$ cat src/rtl/ps2_controller.sv
// PS/2 set-2 keyboard receiver producing Gigatron input bytes (ASCII or active-low gamepad).
// Define PS2_FIFO_EN to buffer decoded bytes in a 4-entry FIFO instead of a single holding register.
module ps2_controller #(
  parameter int TIMEOUT_CYCLES = 5000
) (
  input  logic        CLOCK_50,
  input  logic        reset_n,
  input  logic        clk1,
  input  logic        clk2,
  input  logic [2:0]  dbg_sel,
  output logic [15:0] dbg,
  input  logic        ps2_clk,
  input  logic        ps2_dat,
  output logic [7:0]  data,
  output logic        ready,
  input  logic        ack
);

  localparam logic [1:0] ST_IDLE   = 2'd0;
  localparam logic [1:0] ST_DATA   = 2'd1;
  localparam logic [1:0] ST_PARITY = 2'd2;
  localparam logic [1:0] ST_STOP   = 2'd3;
  localparam int TIMER_W = $clog2(TIMEOUT_CYCLES + 1);

  logic [1:0]         ps2_clk_sync_reg, ps2_dat_sync_reg, ack_sync_reg;
  logic               ps2_clk_prev_reg, ack_prev_reg;
  logic               ps2_fall, ack_fall, ps2_dat_s;
  logic [1:0]         state_reg;
  logic [3:0]         bit_idx_reg;
  logic [7:0]         rx_shift_reg;
  logic               parity_ok_reg;
  logic [TIMER_W-1:0] timer_reg;
  logic [7:0]         scan_byte_reg;
  logic               scan_valid_reg;
  logic [7:0]         frame_cnt_reg, err_cnt_reg, ovf_cnt_reg;
  logic               brk_reg, ext_reg, shift_key_reg;
  logic               prod_valid_reg;
  logic [7:0]         prod_byte_reg;
  logic               map_valid;
  logic [7:0]         map_byte;
  logic [5:0]         letter;
  logic [4:0]         digit;
  logic [7:0]         data_reg;
  logic               ready_reg;

  assign ps2_fall  = ps2_clk_prev_reg & ~ps2_clk_sync_reg[1];
  assign ack_fall  = ack_prev_reg & ~ack_sync_reg[1];
  assign ps2_dat_s = ps2_dat_sync_reg[1];
  assign data      = data_reg;
  assign ready     = ready_reg;

  always_ff @(posedge CLOCK_50 or negedge reset_n) begin
    if (!reset_n) begin
      ps2_clk_sync_reg <= 2'b11;
      ps2_dat_sync_reg <= 2'b11;
      ack_sync_reg     <= 2'b00;
      ps2_clk_prev_reg <= 1'b1;
      ack_prev_reg     <= 1'b0;
    end else begin
      ps2_clk_sync_reg <= {ps2_clk_sync_reg[0], ps2_clk};
      ps2_dat_sync_reg <= {ps2_dat_sync_reg[0], ps2_dat};
      ack_sync_reg     <= {ack_sync_reg[0], ack};
      ps2_clk_prev_reg <= ps2_clk_sync_reg[1];
      ack_prev_reg     <= ack_sync_reg[1];
    end
  end

  // Frame receiver: one bit per PS/2 falling edge, watchdog aborts stalled frames.
  always_ff @(posedge CLOCK_50 or negedge reset_n) begin
    if (!reset_n) begin
      state_reg      <= ST_IDLE;
      bit_idx_reg    <= 4'd0;
      rx_shift_reg   <= 8'h00;
      parity_ok_reg  <= 1'b0;
      timer_reg      <= '0;
      scan_byte_reg  <= 8'h00;
      scan_valid_reg <= 1'b0;
      frame_cnt_reg  <= 8'h00;
      err_cnt_reg    <= 8'h00;
    end else begin
      scan_valid_reg <= 1'b0;
      if (ps2_fall) begin
        timer_reg <= '0;
        case (state_reg)
          ST_IDLE: begin
            bit_idx_reg <= 4'd0;
            if (!ps2_dat_s) state_reg <= ST_DATA;
          end
          ST_DATA: begin
            rx_shift_reg <= {ps2_dat_s, rx_shift_reg[7:1]};
            bit_idx_reg  <= bit_idx_reg + 4'd1;
            if (bit_idx_reg == 4'd7) state_reg <= ST_PARITY;
          end
          ST_PARITY: begin
            parity_ok_reg <= ^{rx_shift_reg, ps2_dat_s};
            state_reg     <= ST_STOP;
          end
          default: begin
            state_reg   <= ST_IDLE;
            bit_idx_reg <= 4'd0;
            if (ps2_dat_s && parity_ok_reg) begin
              scan_byte_reg  <= rx_shift_reg;
              scan_valid_reg <= 1'b1;
              frame_cnt_reg  <= frame_cnt_reg + 8'd1;
            end else begin
              err_cnt_reg <= err_cnt_reg + 8'd1;
            end
          end
        endcase
      end else if (state_reg != ST_IDLE) begin
        if (timer_reg == TIMER_W'(TIMEOUT_CYCLES - 1)) begin
          state_reg   <= ST_IDLE;
          bit_idx_reg <= 4'd0;
          timer_reg   <= '0;
        end else begin
          timer_reg <= timer_reg + 1'b1;
        end
      end
    end
  end

  function automatic logic [5:0] letter_idx(input logic [7:0] code);
    case (code)
      8'h1C: letter_idx = {1'b1, 5'd0};   8'h32: letter_idx = {1'b1, 5'd1};
      8'h21: letter_idx = {1'b1, 5'd2};   8'h23: letter_idx = {1'b1, 5'd3};
      8'h24: letter_idx = {1'b1, 5'd4};   8'h2B: letter_idx = {1'b1, 5'd5};
      8'h34: letter_idx = {1'b1, 5'd6};   8'h33: letter_idx = {1'b1, 5'd7};
      8'h43: letter_idx = {1'b1, 5'd8};   8'h3B: letter_idx = {1'b1, 5'd9};
      8'h42: letter_idx = {1'b1, 5'd10};  8'h4B: letter_idx = {1'b1, 5'd11};
      8'h3A: letter_idx = {1'b1, 5'd12};  8'h31: letter_idx = {1'b1, 5'd13};
      8'h44: letter_idx = {1'b1, 5'd14};  8'h4D: letter_idx = {1'b1, 5'd15};
      8'h15: letter_idx = {1'b1, 5'd16};  8'h2D: letter_idx = {1'b1, 5'd17};
      8'h1B: letter_idx = {1'b1, 5'd18};  8'h2C: letter_idx = {1'b1, 5'd19};
      8'h3C: letter_idx = {1'b1, 5'd20};  8'h2A: letter_idx = {1'b1, 5'd21};
      8'h1D: letter_idx = {1'b1, 5'd22};  8'h22: letter_idx = {1'b1, 5'd23};
      8'h35: letter_idx = {1'b1, 5'd24};  8'h1A: letter_idx = {1'b1, 5'd25};
      default: letter_idx = 6'd0;
    endcase
  endfunction

  function automatic logic [4:0] digit_idx(input logic [7:0] code);
    case (code)
      8'h45: digit_idx = {1'b1, 4'd0};  8'h16: digit_idx = {1'b1, 4'd1};
      8'h1E: digit_idx = {1'b1, 4'd2};  8'h26: digit_idx = {1'b1, 4'd3};
      8'h25: digit_idx = {1'b1, 4'd4};  8'h2E: digit_idx = {1'b1, 4'd5};
      8'h36: digit_idx = {1'b1, 4'd6};  8'h3D: digit_idx = {1'b1, 4'd7};
      8'h3E: digit_idx = {1'b1, 4'd8};  8'h46: digit_idx = {1'b1, 4'd9};
      default: digit_idx = 5'd0;
    endcase
  endfunction

  assign letter = letter_idx(scan_byte_reg);
  assign digit  = digit_idx(scan_byte_reg);

  always_comb begin
    map_valid = 1'b0;
    map_byte  = 8'h00;
    if (ext_reg) begin
      case (scan_byte_reg)
        8'h74: begin map_valid = 1'b1; map_byte = 8'hFE; end
        8'h6B: begin map_valid = 1'b1; map_byte = 8'hFD; end
        8'h72: begin map_valid = 1'b1; map_byte = 8'hFB; end
        8'h75: begin map_valid = 1'b1; map_byte = 8'hF7; end
        default: ;
      endcase
    end else if (letter[5]) begin
      map_valid = 1'b1;
      map_byte  = (shift_key_reg ? 8'h41 : 8'h61) + {3'b000, letter[4:0]};
    end else if (digit[4]) begin
      map_valid = 1'b1;
      map_byte  = 8'h30 + {4'b0000, digit[3:0]};
    end else begin
      case (scan_byte_reg)
        8'h29: begin map_valid = 1'b1; map_byte = 8'h20; end
        8'h5A: begin map_valid = 1'b1; map_byte = 8'h0A; end
        8'h66: begin map_valid = 1'b1; map_byte = 8'h7F; end
        8'h76: begin map_valid = 1'b1; map_byte = 8'h1B; end
        default: ;
      endcase
    end
  end

  // Prefix bytes arm the flags; every other code consumes them.
  always_ff @(posedge CLOCK_50 or negedge reset_n) begin
    if (!reset_n) begin
      brk_reg        <= 1'b0;
      ext_reg        <= 1'b0;
      shift_key_reg  <= 1'b0;
      prod_valid_reg <= 1'b0;
      prod_byte_reg  <= 8'h00;
    end else begin
      prod_valid_reg <= 1'b0;
      if (scan_valid_reg) begin
        if (scan_byte_reg == 8'hE0) begin
          ext_reg <= 1'b1;
        end else if (scan_byte_reg == 8'hF0) begin
          brk_reg <= 1'b1;
        end else begin
          brk_reg <= 1'b0;
          ext_reg <= 1'b0;
          if (scan_byte_reg == 8'h12 || scan_byte_reg == 8'h59) begin
            shift_key_reg <= ~brk_reg;
          end else if (!brk_reg && map_valid) begin
            prod_valid_reg <= 1'b1;
            prod_byte_reg  <= map_byte;
          end
        end
      end
    end
  end

`ifdef PS2_FIFO_EN
  logic [7:0] fifo_mem [4];
  logic [1:0] wr_ptr_reg, rd_ptr_reg, rd_ptr_next;
  logic [2:0] count_reg, count_next;
  logic       pop, push_ok;
  logic [7:0] head_next;

  always_comb begin
    pop         = ack_fall && (count_reg != 3'd0);
    push_ok     = prod_valid_reg && ((count_reg != 3'd4) || pop);
    count_next  = count_reg + {2'b00, push_ok} - {2'b00, pop};
    rd_ptr_next = rd_ptr_reg + {1'b0, pop};
    // An emptied queue takes its new head straight from the incoming byte.
    head_next   = (count_reg == {2'b00, pop}) ? prod_byte_reg : fifo_mem[rd_ptr_next];
  end

  always_ff @(posedge CLOCK_50) begin
    if (push_ok) fifo_mem[wr_ptr_reg] <= prod_byte_reg;
  end

  always_ff @(posedge CLOCK_50 or negedge reset_n) begin
    if (!reset_n) begin
      wr_ptr_reg  <= 2'd0;
      rd_ptr_reg  <= 2'd0;
      count_reg   <= 3'd0;
      data_reg    <= 8'hFF;
      ready_reg   <= 1'b0;
      ovf_cnt_reg <= 8'h00;
    end else begin
      if (push_ok) wr_ptr_reg <= wr_ptr_reg + 2'd1;
      if (prod_valid_reg && !push_ok) ovf_cnt_reg <= ovf_cnt_reg + 8'd1;
      rd_ptr_reg <= rd_ptr_next;
      count_reg  <= count_next;
      ready_reg  <= (count_next != 3'd0);
      if (count_next != 3'd0) data_reg <= head_next;
    end
  end
`else
  // Ack fall is applied before a same-cycle load, so that load is accepted.
  always_ff @(posedge CLOCK_50 or negedge reset_n) begin
    if (!reset_n) begin
      data_reg    <= 8'hFF;
      ready_reg   <= 1'b0;
      ovf_cnt_reg <= 8'h00;
    end else begin
      if (ack_fall) ready_reg <= 1'b0;
      if (prod_valid_reg) begin
        if (!ready_reg || ack_fall) begin
          data_reg  <= prod_byte_reg;
          ready_reg <= 1'b1;
        end else begin
          ovf_cnt_reg <= ovf_cnt_reg + 8'd1;
        end
      end
    end
  end
`endif

  always_ff @(posedge CLOCK_50 or negedge reset_n) begin
    if (!reset_n) begin
      dbg <= 16'h0000;
    end else begin
      case (dbg_sel)
        3'd0:    dbg <= {scan_byte_reg, data_reg};
        3'd1:    dbg <= {frame_cnt_reg, err_cnt_reg};
        3'd2:    dbg <= {ovf_cnt_reg, 4'b0000, bit_idx_reg};
        3'd3:    dbg <= {13'b0, shift_key_reg, ext_reg, brk_reg};
        3'd4:    dbg <= {14'b0, clk2, clk1};
        default: dbg <= 16'h0000;
      endcase
    end
  end

endmodule

$ cat config.mk
export PLATFORM = sky130hd
export DESIGN_NAME = ps2_controller
export DESIGN_NICKNAME = d
export VERILOG_FILES = /design/src/rtl/ps2_controller.sv
export SDC_FILE = /design/constraint.sdc
export NUM_CORES = 1
export LEC_CHECK = 0
export CORE_UTILIZATION = 45
export CTS_BUF_LIST = sky130_fd_sc_hd__clkbuf_4 sky130_fd_sc_hd__clkbuf_8
export DETAILED_ROUTE_END_ITERATION = 8
export DONT_BUFFER_PORTS = 1
export SYNTH_ARGS = -nofsm -noshare
export SYNTH_HDL_FRONTEND = slang
export SYNTH_SLANG_ARGS = --single-unit
$ cat constraint.sdc
create_clock -name CLOCK_50 -period 4 [get_ports CLOCK_50]
set_input_delay 0.6 -clock CLOCK_50 [delete_from_list [all_inputs] [get_ports CLOCK_50]]
set_output_delay 0.6 -clock CLOCK_50 [all_outputs]
set_load 0.1 [all_outputs]
# Word level (Yosys, flattened, before mapping)
# Memories as Yosys holds them, arrays and structs flattened.
# Cells that the tools add are included.
# word_totals
register_bits	106
mem_bits_ro	768
wordCells	144
n_memories	1
# op_classes
n_addsub	7
eq_ne	34
mux	41
n_bitwise	11
reduce_logical	27
# memory_table
memory	words	width	rd	rd_ports_with_merged_regs	wr	line	source
(name not given)	128	6	1	0	0	123	case (code)
# op_table
operator	n
$eq 8x7->1 const B	10
$pmux 16 s5	1
$eq 8x6->1 const B	7
$pmux 5 s10	1
$mux 13	3
$pmux 8 s4	1
$pmux 7 s4	1
$add 8x1->8 const B	3
$eq 8x5->1 const B	3
$mux 1	19
$eq 8x8->1 const B	2
$mux 8	2
$add 13x1->13 const B	1
$eq 13x13->1 const B	1
$mux 4	3
$mux 6	2
$reduce_and 2->1	6
$mux 2	5
$not 1->1	9
$reduce_and 3->1	3
$reduce_xor 9->1	1
$add 7x5->8	1
$pmux 4 s2	1
$reduce_and 4->1	2
22 further kinds	32

# Depth between registers and ports, before layout
# logic_depth
word_depth	12
depth_mapped	11

# Worst setup path after synthesis
# Ideal clock, no wire load.
# synth_timing
path_kind	register -> register
startpoint	register scan_byte_reg[1]
endpoint	register prod_byte_reg[1]
setup_ps	128
t_arrival_ps	2461
required_ps	3872
slack_ps	1412
stages_incl_launch_ff	11
n_path_buf	3
path_cell_list	dfrtp_1 -> buf_2 -> nor2b_2 -> buf_4 -> a21oi_2 -> or4_4 -> a2111oi_4 -> buf_2 -> mux2i_1 -> o21ai_1 -> mux2_1
# synth_between
elab_chain_len	8
# synth_rtl
item	line	source
start: declaration	33	logic [7:0] scan_byte_reg;
start signal: assignment	102	scan_byte_reg <= rx_shift_reg;
branches (longest 8 deep; another with $add 7x5->8)	-	
end signal: assignment	205	prod_byte_reg <= map_byte;
end: declaration	38	logic [7:0] prod_byte_reg;
# Several ways; the timed one is not identified.
# A chain may end at the register's enable or synchronous reset.

# Final worst setup path
# layout_timing
startpoint	register scan_byte_reg[1]
endpoint	register prod_byte_reg[4]
# The elaborated chain is that of the path after synthesis.

==> key figures <==
Status
  • Status: complete, no violations

Route
  • Wire length on met3: 630 µm
  • Avg WL per Cell: 17.7 µm
  • Vias per inst: 5.93
  • Top layer in use: met4
  • Post-route DRC: 0
  • Metal-1 WL: 6.35 mm
  • Initial DRC count: 439
  • First-pass DRT Iterations: 6
  • Metal2 WL: 5.99 mm
  • Drt total wl: 13.3 mm
  • Via Count: 4459
  • Post-route ant nets: 0

Place
  • Routability congestion estimate: 0.949
  • PortBufs: 0
  • Area after DPL: 6010 µm²
  • Placed cells: 735
  • Detailed placer's ending HPWL: 9.17 mm

STA
  • Hold Vio Cnt, Final: 0
  • Relative slew slack: 0.364
  • Tcrit/Tclk final: 0.786
  • Final setup vio count: 0
  • Fin. max-slew vios: 0
  • Min Tclk post-route: 3.14 ns
  • Max Fclk: 0.318 GHz
  • Worst Max-Slew Pin Slew: 0.954 ns
  • Sum of negative setup slack: 0 ns
  • RSZ-0062 raised after global routing: false
  • Layout Skew: 0.0114 ns

Clock tree
  • Post-CTS Setup Inserts: 0
  • # clock sinks: 106
  • Inserted Clock Buffers: 9
  • Max clock buf depth: 2
  • Clk root buf: clkbuf_8
  • Clk_lat worst skew: 0.39 ns
  • CTS tree: done
  • CTS H-tree depth: 3
  • Clk pin slew, worst setup/hold paths: 0.11 ns

Cells and area
  • Share of cells above drive strength 1: 0.133
  • Diodes inserted: 0
  • NumNets Final: 597
  • Non-Filler Instances: 752
  • Area delta synth->final: 5.98%
  • Most common cell after layout, fill and taps aside: dfrtp_1
  • Leading cell types in the layout, fill and taps excluded: dfrtp_1, nor2_1, nand2_1
  • Final Cell Area: 6230 µm²
  • Max FFs per register: 16

Die
  • Initial Util: 0.464
  • Core ar.: 12700 µm²
  • Core Rows: 41
  • DIE AREA: 13500 µm²
  • DIE HEIGHT: 116 µm
  • Die Width: 116 µm
  • Num ports: 35

Min path
  • Worst hold-check path type: input pin to asynchronous set/reset pin

Power
  • Reg power frac: 0.561
  • Peak supply drop: 0.000263 V
  • Lkg Pwr: 2.72 nW
  • Sw Share: 0.290
  • Clock Power Share: 0.305
  • Logic gate share of total power: 0.134
  • Pwr dens: 342 nW/µm²
  • Net Sw Power: 616 µW
  • P_int: 1.51 mW

Worst setup path
  • Startpoint Class: register
  • Critical Path Sink Type: register
  • Arrival time worst endpoint: 3.43 ns
  • CP required: 4.29 ns
  • Critical path fanouts, max: 20
  • Crit path from: scan_byte_reg[1]
  • WS Path Type: register to register
  • Worst R2R Start: scan_byte_reg[1]

Synthesis
  • EDFF count, synth: 0
  • Sequential fraction of the synthesis area: 0.454
  • Post-Syn Area: 5880 µm²
  • Syn nets: 613
  • Async S/R FF share, synth: 1.00
  • Post-Synthesis Cells: 591
  • Mapped Avg Cell Area: 9.95 µm²
  • Netlist cell types: 72
  • FF+latch count, synth: 106
  • Syn. warnings: 0
  • Main flop type after synthesis: dfrtp_1

Global routing
  • First-pass GRT wire length: 22.1 mm
  • GRT Util Overall: 0.214
  • Vias in the first global route: 4312
  • Grt total ovfl: 0
  • Pin count of the biggest net entering global routing: 94
  • Initial antenna violation count: 0

Flow run
  • MaxCap Viol Count: 0
-- worst max-delay path: stages, from the launching register on --
cell,delay (ns)
dfrtp_1,0.62
nor2b_2,0.43
a21oi_2,0.08
or4_4,0.44
a2111oi_4,0.64
o41ai_4,0.18
or4b_1,0.50
o211a_1,0.14
-- cell type report --
class,count,area [µm²]
clock inverters,6,53.8
fillers,1193,6440
repair buffers,11,103
multi-input cells,436,3010
flip-flops and latches,106,2670
well taps,172,215
clock buffers,10,138
inverters,11,41.3
-- cell usage after synthesis, types with 4 or more instances --
cell type	n	area [µm²]
inv_1	11	41.3
nor2b_1	13	81.3
a21oi_1	33	165
nand2_1	44	165
mux2i_1	19	190
nor3_1	7	35.0
a31oi_1	7	43.8
o31ai_1	6	45.0
buf_2	6	30.0
and3_1	12	75.1
or3_1	6	37.5
dfrtp_1	93	2330
nand2b_1	13	81.3
nand4_1	11	68.8
nand3_1	20	100
mux2_2	26	293
o21a_1	4	30.0
o41ai_1	4	35.0
nand3b_1	7	52.6
ha_1	12	150
nor2_1	53	199
o21ai_0	30	150
nor4_1	4	25.0
buf_1	6	22.5
xnor2_1	28	245
xor2_1	8	70.1
dfstp_2	13	342
clkbuf_1	24	90.1
nor4bb_1	5	50.1
nand4b_1	4	35.0
mux2_1	4	45.0
-- kinds of logic after synthesis --
group | Yosys count | synth area share
xor+xnor | 36 | 0.0536
buf+inv | 49 | 0.0338
mux | 51 | 0.0975
fa+ha+maj | 12 | 0.0255
simple gates | 219 | 0.200
flops | 106 | 0.454
compound gates | 118 | 0.136
-- what timing repair did --
action	CTS	global route
gates resized for setup	0	0
setup endpoints to repair	0	0
hold buffers	1	0
endpoints found under the hold margin	93	0
-- per-layer routing --
metal	track usage	vias up
met3	0.0426	27
met5	0	-
met4	0.0880	0
li1	-	2091
met2	0.331	120
met1	0.292	2221
-- power by group through the flow --
stage | registers [mW] | logic (mW) | clock network [mW]
after floorplan | 1.20 | 0.234 | 0
after global placement | 1.21 | 0.259 | 0
after detailed placement | 1.22 | 0.266 | 0
after CTS | 1.19 | 0.288 | 0.673
after global routing | 1.20 | 0.327 | 0.717
final | 1.19 | 0.285 | 0.649
-- worst paths after layout --
path / end / slack, ns / cells after the start
min: data[1] / 0.04 / 0
max reg2reg: prod_byte_reg[4] / 0.86 / 7
min in group CLOCK_50: ps2_clk_sync_reg[0] / 0.21 / 0
max: prod_byte_reg[4] / 0.86 / 7
max in group asynchronous: parity_ok_reg / 3.52 / 1
min reg2reg: ps2_clk_sync_reg[1] / 0.37 / 0
-- per-stage QoR --
| step | total power, mW | util | setup slack, ns | hold slack (ns) |
|---|---|---|---|---|
| floorplan | 1.43 | - | 1.41 | 0.304 |
| global placement | 1.47 | 0.474 | 0.988 | 0.307 |
| detailed placement | 1.48 | 0.474 | 0.869 | 0.307 |
| CTS | 2.16 | 0.492 | 0.874 | 0.0196 |
| global route | 2.25 | 0.492 | 0.692 | 0.00648 |
| finish | 2.13 | 0.492 | 0.857 | 0.0387 |
(Power assumes the default switching activity.)
